[config.mk]
export PLATFORM = sky130hd
export DESIGN_NAME = rca_seq_mult
export DESIGN_NICKNAME = d
export VERILOG_FILES = /design/src/rtl/rca_seq_mult_pkg.sv /design/src/rtl/rca_seq_mult_rca.sv /design/src/rtl/rca_seq_mult.sv
export SDC_FILE = /design/constraint.sdc
export NUM_CORES = 1
export LEC_CHECK = 0
export BUFFER_PORTS_ARGS = -buffer_cell sky130_fd_sc_hd__buf_2
export CORE_UTILIZATION = 47
export CTS_BUF_LIST = sky130_fd_sc_hd__clkbuf_4 sky130_fd_sc_hd__clkbuf_8 sky130_fd_sc_hd__clkbuf_16
export DETAILED_ROUTE_END_ITERATION = 8
export HOLD_SLACK_MARGIN = 0.12
export PLACE_DENSITY = 0.78
export SLEW_MARGIN = 5
export SYNTH_ARGS = -nofsm -noshare
export SYNTH_HDL_FRONTEND = slang
export SYNTH_HIERARCHICAL = 1
export SYNTH_SLANG_ARGS = --single-unit
[constraint.sdc]
create_clock -name clk -period 7.9 [get_ports clk]
set_clock_uncertainty 0.2 [all_clocks]
set_input_delay 1.185 -clock clk [delete_from_list [all_inputs] [get_ports clk]]
set_output_delay 1.185 -clock clk [all_outputs]
set_load 0.005 [all_outputs]
[src/rtl/rca_seq_mult_pkg.sv]
// Shared definitions for the sequential shift-add multiplier.
// Contents: operand width, iteration counter width, index of the last adder
// iteration, and the FSM state encoding.
package mul_pkg;

  localparam int W         = 16;
  localparam int CNT_W     = 5;
  localparam int LAST_ITER = W - 1;

  typedef logic [1:0] state_t;

  localparam logic [1:0] S_IDLE = 2'd0;
  localparam logic [1:0] S_RUN  = 2'd1;
  localparam logic [1:0] S_DONE = 2'd2;

endpackage

[src/rtl/rca_seq_mult_rca.sv]
// 16-bit ripple-carry adder row, carry-in tied to zero.
// Ports:
//   a, b  : 16-bit addends
//   s     : 16-bit sum
//   cout  : carry out of the top bit
module rca_seq_mult_rca
  import mul_pkg::*;
(
  input  logic [15:0] a,
  input  logic [15:0] b,
  output logic [15:0] s,
  output logic        cout
);

  logic [16:0] c;

  assign c[0] = 1'b0;

  for (genvar i = 0; i < 16; i++) begin : g_fa
    assign s[i]   = a[i] ^ b[i] ^ c[i];
    assign c[i+1] = (a[i] & b[i]) | (c[i] & (a[i] ^ b[i]));
  end

  assign cout = c[16];

endmodule

[src/rtl/rca_seq_mult.sv]
// Sequential 16x16 unsigned shift-add multiplier. One 16-bit ripple-carry row
// is reused for 16 iterations; the product appears 16 edges after the operand
// handshake and is held until the consumer takes it.
// Ports:
//   clk       : rising-edge clock
//   rst       : asynchronous active-high reset
//   in_valid  : operand pair a/b valid
//   in_ready  : block can accept operands (IDLE only)
//   a, b      : 16-bit unsigned multiplicand / multiplier
//   out_valid : product on s valid (DONE)
//   out_ready : consumer accepts product
//   s         : 32-bit unsigned product, held until the next completion
//   busy      : high while an operation is in RUN or DONE
module rca_seq_mult
  import mul_pkg::*;
#(
  parameter int W     = mul_pkg::W,
  parameter int CNT_W = mul_pkg::CNT_W
) (
  input  logic           clk,
  input  logic           rst,
  input  logic           in_valid,
  output logic           in_ready,
  input  logic [W-1:0]   a,
  input  logic [W-1:0]   b,
  output logic           out_valid,
  input  logic           out_ready,
  output logic [2*W-1:0] s,
  output logic           busy
);

  // The adder row is a fixed 16-bit macro, so the datapath cannot be resized.
  if (W != 16 || CNT_W < 4) begin : g_param_check
    $error("rca_seq_mult: W must be 16 and CNT_W at least 4");
  end

  state_t           state;
  logic [CNT_W-1:0] cnt;
  logic [W-1:0]     areg;
  logic [2*W-1:0]   preg;

  logic [W-1:0]     addend;
  logic [W-1:0]     sum;
  logic             co;
  logic [2*W-1:0]   p_next;

  // Upper half of P accumulates partial products, lower half holds the
  // not-yet-consumed multiplier bits; each iteration shifts both right by one.
  assign addend = preg[0] ? areg : '0;
  assign p_next = {co, sum, preg[W-1:1]};

  rca_seq_mult_rca u_rca (
    .a    (preg[2*W-1:W]),
    .b    (addend),
    .s    (sum),
    .cout (co)
  );

  assign in_ready  = (state == S_IDLE);
  assign out_valid = (state == S_DONE);
  assign busy      = (state != S_IDLE);

  always_ff @(posedge clk or posedge rst) begin
    if (rst) begin
      state <= S_IDLE;
      cnt   <= '0;
      areg  <= '0;
      preg  <= '0;
      s     <= '0;
    end else begin
      case (state)
        S_IDLE: begin
          if (in_valid) begin
            areg  <= a;
            preg  <= {{W{1'b0}}, b};
            cnt   <= '0;
            state <= S_RUN;
          end
        end
        S_RUN: begin
          preg <= p_next;
          if (cnt == CNT_W'(LAST_ITER)) begin
            // Final iteration: publish the completed product directly.
            s     <= p_next;
            cnt   <= '0;
            state <= S_DONE;
          end else begin
            cnt <= cnt + 1'b1;
          end
        end
        S_DONE: begin
          if (out_ready) state <= S_IDLE;
        end
        default: state <= S_IDLE;
      endcase
    end
  end

endmodule

[Word level (Yosys, flattened, before mapping)]
Cells that the tools add are included.
Operators by class
  add/sub/neg operators: 1
  eq/ne operators: 6
  muxes and demuxes: 10
  bitwise logic cells: 77
  reduce and logical (&&, ||, !) cells: 7
Operators by type and width (count)
  case mux 32 bit (2 select lines): 1
  two-way mux 32 bit: 1
  bitwise AND 1 bit: 31
  XOR 1 bit: 31
  two-way mux 16 bit: 1
  bitwise OR 1 bit: 15
  two-way mux 5 bit: 2
  case mux 5 bit (2 select lines): 1
  two-way mux 2 bit: 3
  case mux 2 bit (3 select lines): 1
  AND reduction 2 bit: 3
  adder 5 x 1 -> 5 bit (second input constant): 1
  == test 5 x 4 -> 1 bit (second input constant): 1
  != test 2 bit (second input constant): 2
  nonzero test 2 bit: 2
  AND reduction 3 bit: 1
  == test 2 x 1 -> 1 bit (second input constant): 1
  == test 2 bit (second input constant): 1
  logical NOT 2 bit: 1
  != test 2 x 1 -> 1 bit (second input constant): 1
Storage, ports and cells
  register bits: 87
  output and inout bits: 35
  logic and storage cells: 106

[Logic depth before layout (Yosys ltp)]
  depth in word-level cells: 33
  depth in mapped cells: 23

[By module]
Netlist, hierarchy kept.
By module, submodules not included
  rca_seq_mult: times used 1, cells an instance 296, area an instance 3641.0 µm²
  rca_seq_mult_rca: times used 1, cells an instance 26, area an instance 350.3 µm²

[Worst setup path before layout]
OpenSTA, ideal clock, no wires.
  kind: reg2reg
  from: register preg[0]
  to: register s[30]
  setup time: 64 ps
  arrival time: 6534 ps
  required time: 7636 ps
  slack: 1101 ps
  cell stages (with the launch flop): 23
  buffers on the path: 0
  period minus slack after synthesis: 6799 ps
  cells stage by stage: dfrtp_1 -> and2_1 -> ha_1 -> inv_1 -> fa_1 -> inv_1 -> fa_1 -> fa_1 -> fa_1 -> fa_1 -> fa_1 -> fa_1 -> fa_1 -> fa_1 -> fa_1 -> fa_1 -> fa_1 -> fa_1 -> fa_1 -> inv_1 -> fa_1 -> inv_1 -> mux2_2
Between the ends
  longest elaborated chain between the ends: 31
  elaborated cells on any way between the ends: 60
  those cells by class: 1 x mux; 59 x bitwise
RTL lines
  start, declared: line rca_seq_mult.sv:40  | logic [2*W-1:0] preg;
  start signal, assigned: line rca_seq_mult.sv:75  | preg <= {{W{1'b0}}, b};
  start signal, assigned: line rca_seq_mult.sv:81  | preg <= p_next;
  two-way mux 16 bit: line rca_seq_mult.sv:49  | assign addend = preg[0] ? areg : '0;
  net addend[0]: line rca_seq_mult.sv:42  | logic [W-1:0] addend;
  bitwise AND 1 bit (2 in a row): line rca_seq_mult_rca.sv:21  | assign c[i+1] = (a[i] & b[i]) | (c[i] & (a[i] ^ b[i]));
  bitwise OR 1 bit: line rca_seq_mult_rca.sv:21
  bitwise AND 1 bit: line rca_seq_mult_rca.sv:21
  bitwise OR 1 bit: line rca_seq_mult_rca.sv:21
  bitwise AND 1 bit: line rca_seq_mult_rca.sv:21
  bitwise OR 1 bit: line rca_seq_mult_rca.sv:21
  (+16 left out)
  bitwise AND 1 bit: line rca_seq_mult_rca.sv:21
  bitwise OR 1 bit: line rca_seq_mult_rca.sv:21
  bitwise AND 1 bit: line rca_seq_mult_rca.sv:21
  bitwise OR 1 bit: line rca_seq_mult_rca.sv:21
  bitwise AND 1 bit: line rca_seq_mult_rca.sv:21
  bitwise OR 1 bit: line rca_seq_mult_rca.sv:21
  XOR 1 bit: line rca_seq_mult_rca.sv:20  | assign s[i] = a[i] ^ b[i] ^ c[i];
  net sum[15]: line rca_seq_mult.sv:43  | logic [W-1:0] sum;
  end signal, assigned: line rca_seq_mult.sv:84  | s <= p_next;
  end, declared: line rca_seq_mult.sv:28  | output logic [2*W-1:0] s,
The timed path passes the listed nets, and every way through them passes these cells.
A chain may end at the register's enable or synchronous reset.

[Worst setup path in the final report]
Ends and elaborated chain as after synthesis.

==> impl_metrics.json <==
{
  "slew_headroom": 0.239,
  "yosysSeqAreaShare": 0.545,
  "cts_setup_buffers": 0,
  "drive_gt1_frac": 0.358,
  "maxSlewViolCount": 0,
  "clock_latency_ns": 0.35,
  "p_per_area_nw_per_um2": 388,
  "r2r_start": "preg[0]",
  "worstPathRequired_ns": 7.98,
  "coreArea_um2": 8220,
  "port_buffers": 70,
  "drt_pass1_iterations": 4,
  "syn_inst": 322,
  "syn-cell-area_um2": 3990,
  "setup_slack_ns": 0.572,
  "rsz0062_at_grt": "false",
  "max_freq_mhz": 136,
  "cp-end-kind": "flop",
  "ys_ff_latch": 87,
  "routed_wl_um": 7430,
  "p_leak_nw": 2.28,
  "drtIter0Drc": 126,
  "postCtsHoldBufs": 0,
  "hold_depth": 1,
  "hpwl_um": 4920,
  "grt_max_degree": 88,
  "die_h_um": 94.2,
  "critPathKind": "reg -> reg",
  "setup_viol": 0,
  "die_area_um2": 8870,
  "hold_path.class": "reg -> reg",
  "start_kind": "flop",
  "min-delay-start": "s[25]",
  "cts_tree": "built",
  "layout_worst_path_cycle_share": 0.928,
  "gp_congestion": 0.736,
  "reg2reg_slack_ns": 0.57,
  "detail-route-antenna-nets": 0,
  "htreeDepth": 3,
  "dr_total_vias": 2564,
  "viasPerCell": 5.14,
  "fillCellCount": 707,
  "initial_core_util": 0.486,
  "maxCapViolCount": 0,
  "wl_met2_um": 3640,
  "drc": 0,
  "period_needed_ns": 7.33,
  "grt.overflow.total": 0,
  "cts-root-buf": "clkbuf_8",
  "tns_ns": 0,
  "diodes": 0,
  "path_clk_slew_ns": 0.09,
  "cts-resized-gates": 0,
  "synth_ff_type": "dfrtp_1",
  "wl_met3_um": 263,
  "fin_nets": 442,
  "synth_edf_count": 0,
  "cp_data_arrival_time_ns": 7.41,
  "met1_length_um": 3420,
  "top_layer": "met4",
  "ios": 71,
  "syn_area_per_cell_um2": 12.4,
  "clockBufferDepth": 2,
  "postSynth.asyncResetShare": 1.00,
  "synth_nets": 375,
  "dieWidth_um": 94.2,
  "ys_warn_count": 6,
  "wl_per_cell_um": 14.9,
  "multi_input_comb_area_um2": 1650,
  "dpl_worst_slack_ns": 0.623,
  "grt_use_total": 0.185,
  "rr_worst_depth": 22,
  "outcome": "complete, no violations",
  "cts_sinks": 87,
  "grt_pass1_wl_um": 12400,
  "seq_area_um2": 2180,
  "numCtsBuffers": 9,
  "rows": 33,
  "r2r_end": "s[30]",
  "hold_end": "s[25]",
  "vdd_drop_max_v": 0.000186,
  "max_slew.worst_pin.slew_ns": 1.14,
  "cp_max_fo": 18,
  "synth_cell_type_count": 27,
  "hold_viol": 0,
  "syn2layout_area_growth_pct": 15.0,
  "antenna_found_initial": 0,
  "grt_pass1_vias": 2563
}
-- layer usage --
layer | up-vias | GRT usage
li1 | 1213 | -
met1 | 1279 | 0.260
met2 | 61 | 0.277
met3 | 11 | 0.0348
met4 | 0 | 0.0846
met5 | - | 0
-- placed cells by master, fill, tap and decap left out --
master / n
o211a_1: 1
buf_4: 4
o21ai_0: 20
inv_6: 1
ha_1: 2
inv_1: 12
nand3_1: 19
mux2_4: 10
nand2b_1: 2
buf_2: 70
xor2_1: 1
a22oi_1: 16
clkinv_2: 3
o21bai_2: 1
nor3_4: 1
dfrtp_1: 87
fa_1: 15
clkinvlp_4: 2
a21o_1: 1
mux2_1: 2
or2_2: 1
clkinv_4: 1
mux2i_1: 1
clkbuf_8: 9
nand3b_4: 1
and2_1: 16
mux2_2: 36
nand2_1: 53
or3b_1: 1
bufinv_16: 1
nor2b_1: 4
-- synthesized netlist by cell type (all sizes together), types with 2 or more instances --
| master | number | share of area |
|---|---|---|
| buf | 11 | 0.021 |
| nand2b | 2 | 0.0031 |
| inv | 13 | 0.012 |
| mux2 | 48 | 0.14 |
| clkbuf | 7 | 0.0066 |
| nand3 | 19 | 0.024 |
| fa | 15 | 0.075 |
| a22oi | 16 | 0.030 |
| ha | 2 | 0.0063 |
| and2 | 16 | 0.025 |
| o21ai | 20 | 0.025 |
| dfrtp | 87 | 0.55 |
| nor2b | 4 | 0.0063 |
| nand2 | 53 | 0.050 |
-- power breakdown --
part | switching, mW | leakage, nW | total [mW] | internal [mW]
clock network | 0.161 | 0.0956 | 0.307 | 0.147
logic | 0.316 | 1.11 | 0.663 | 0.346
registers | 0.152 | 1.07 | 0.810 | 0.658
total | 0.629 | 2.28 | 1.78 | 1.15
-- metrics by stage --
step                instances   util  power (mW)  hold slack [ns]  instance area [µm²]
floorplan                 322      -        1.25            0.266                 3990
global placement          483  0.535        1.45            0.272                 4390
detailed placement        483  0.535        1.48            0.279                 4390
CTS                       499  0.559        1.80            0.301                 4590
global route              499  0.559        1.93            0.318                 4590
finish                    499  0.559        1.78            0.293                 4590
-- worst max-delay path: stages (launching register included) --
cell,delay (ns)
dfrtp_1,0.57
and2_1,0.26
ha_1,0.17
inv_1,0.08
fa_1,0.17
inv_1,0.06
fa_1,0.39
fa_1,0.39
fa_1,0.39
fa_1,0.38
fa_1,0.38
fa_1,0.40
fa_1,0.40
fa_1,0.39
fa_1,0.39
fa_1,0.40
fa_1,0.40
fa_1,0.39
fa_1,0.36
inv_1,0.07
fa_1,0.40
inv_1,0.08
mux2_2,0.14
-- how the worst max path moves through the flow --
stage                       start  endpoint  slack, ns  cells past startpoint
after floorplan           preg[0]     s[30]       1.10                     22
after global routing      preg[0]     s[30]       0.24                     22
after global placement    preg[0]     s[30]       0.83                     22
after CTS                 preg[0]     s[30]       0.56                     22
final                     preg[0]     s[30]       0.57                     22
after detailed placement  preg[0]     s[30]       0.62                     22
-- sequential cells by signal, indices dropped and copies added, names as in the netlist --
register	flops
s	32
preg	32
areg	16
cnt	5
state	2
-- cell families after synthesis --
| kind of cell | count (synthesis) | synth area share |
|---|---|---|
| buffers and inverters | 31 | 0.0401 |
| adders and majority gates | 17 | 0.0815 |
| AOI/OAI and AO/OA | 39 | 0.0624 |
| DFF | 87 | 0.545 |
| muxes | 49 | 0.147 |
| and+or+nand+nor | 98 | 0.121 |
| xor gates and xnor gates | 1 | 0.00219 |
-- area by class of cell --
class / instances / area share
Clock buffer: 9 / 0.0270
Clock inverter: 7 / 0.0158
Inverter: 13 / 0.0109
Multi-Input combinational cell: 204 / 0.360
Sequential cell: 87 / 0.474
Tap cell: 105 / 0.0286
Timing Repair Buffer: 74 / 0.0829
No activity file was read; power rests on OpenSTA's default activity.
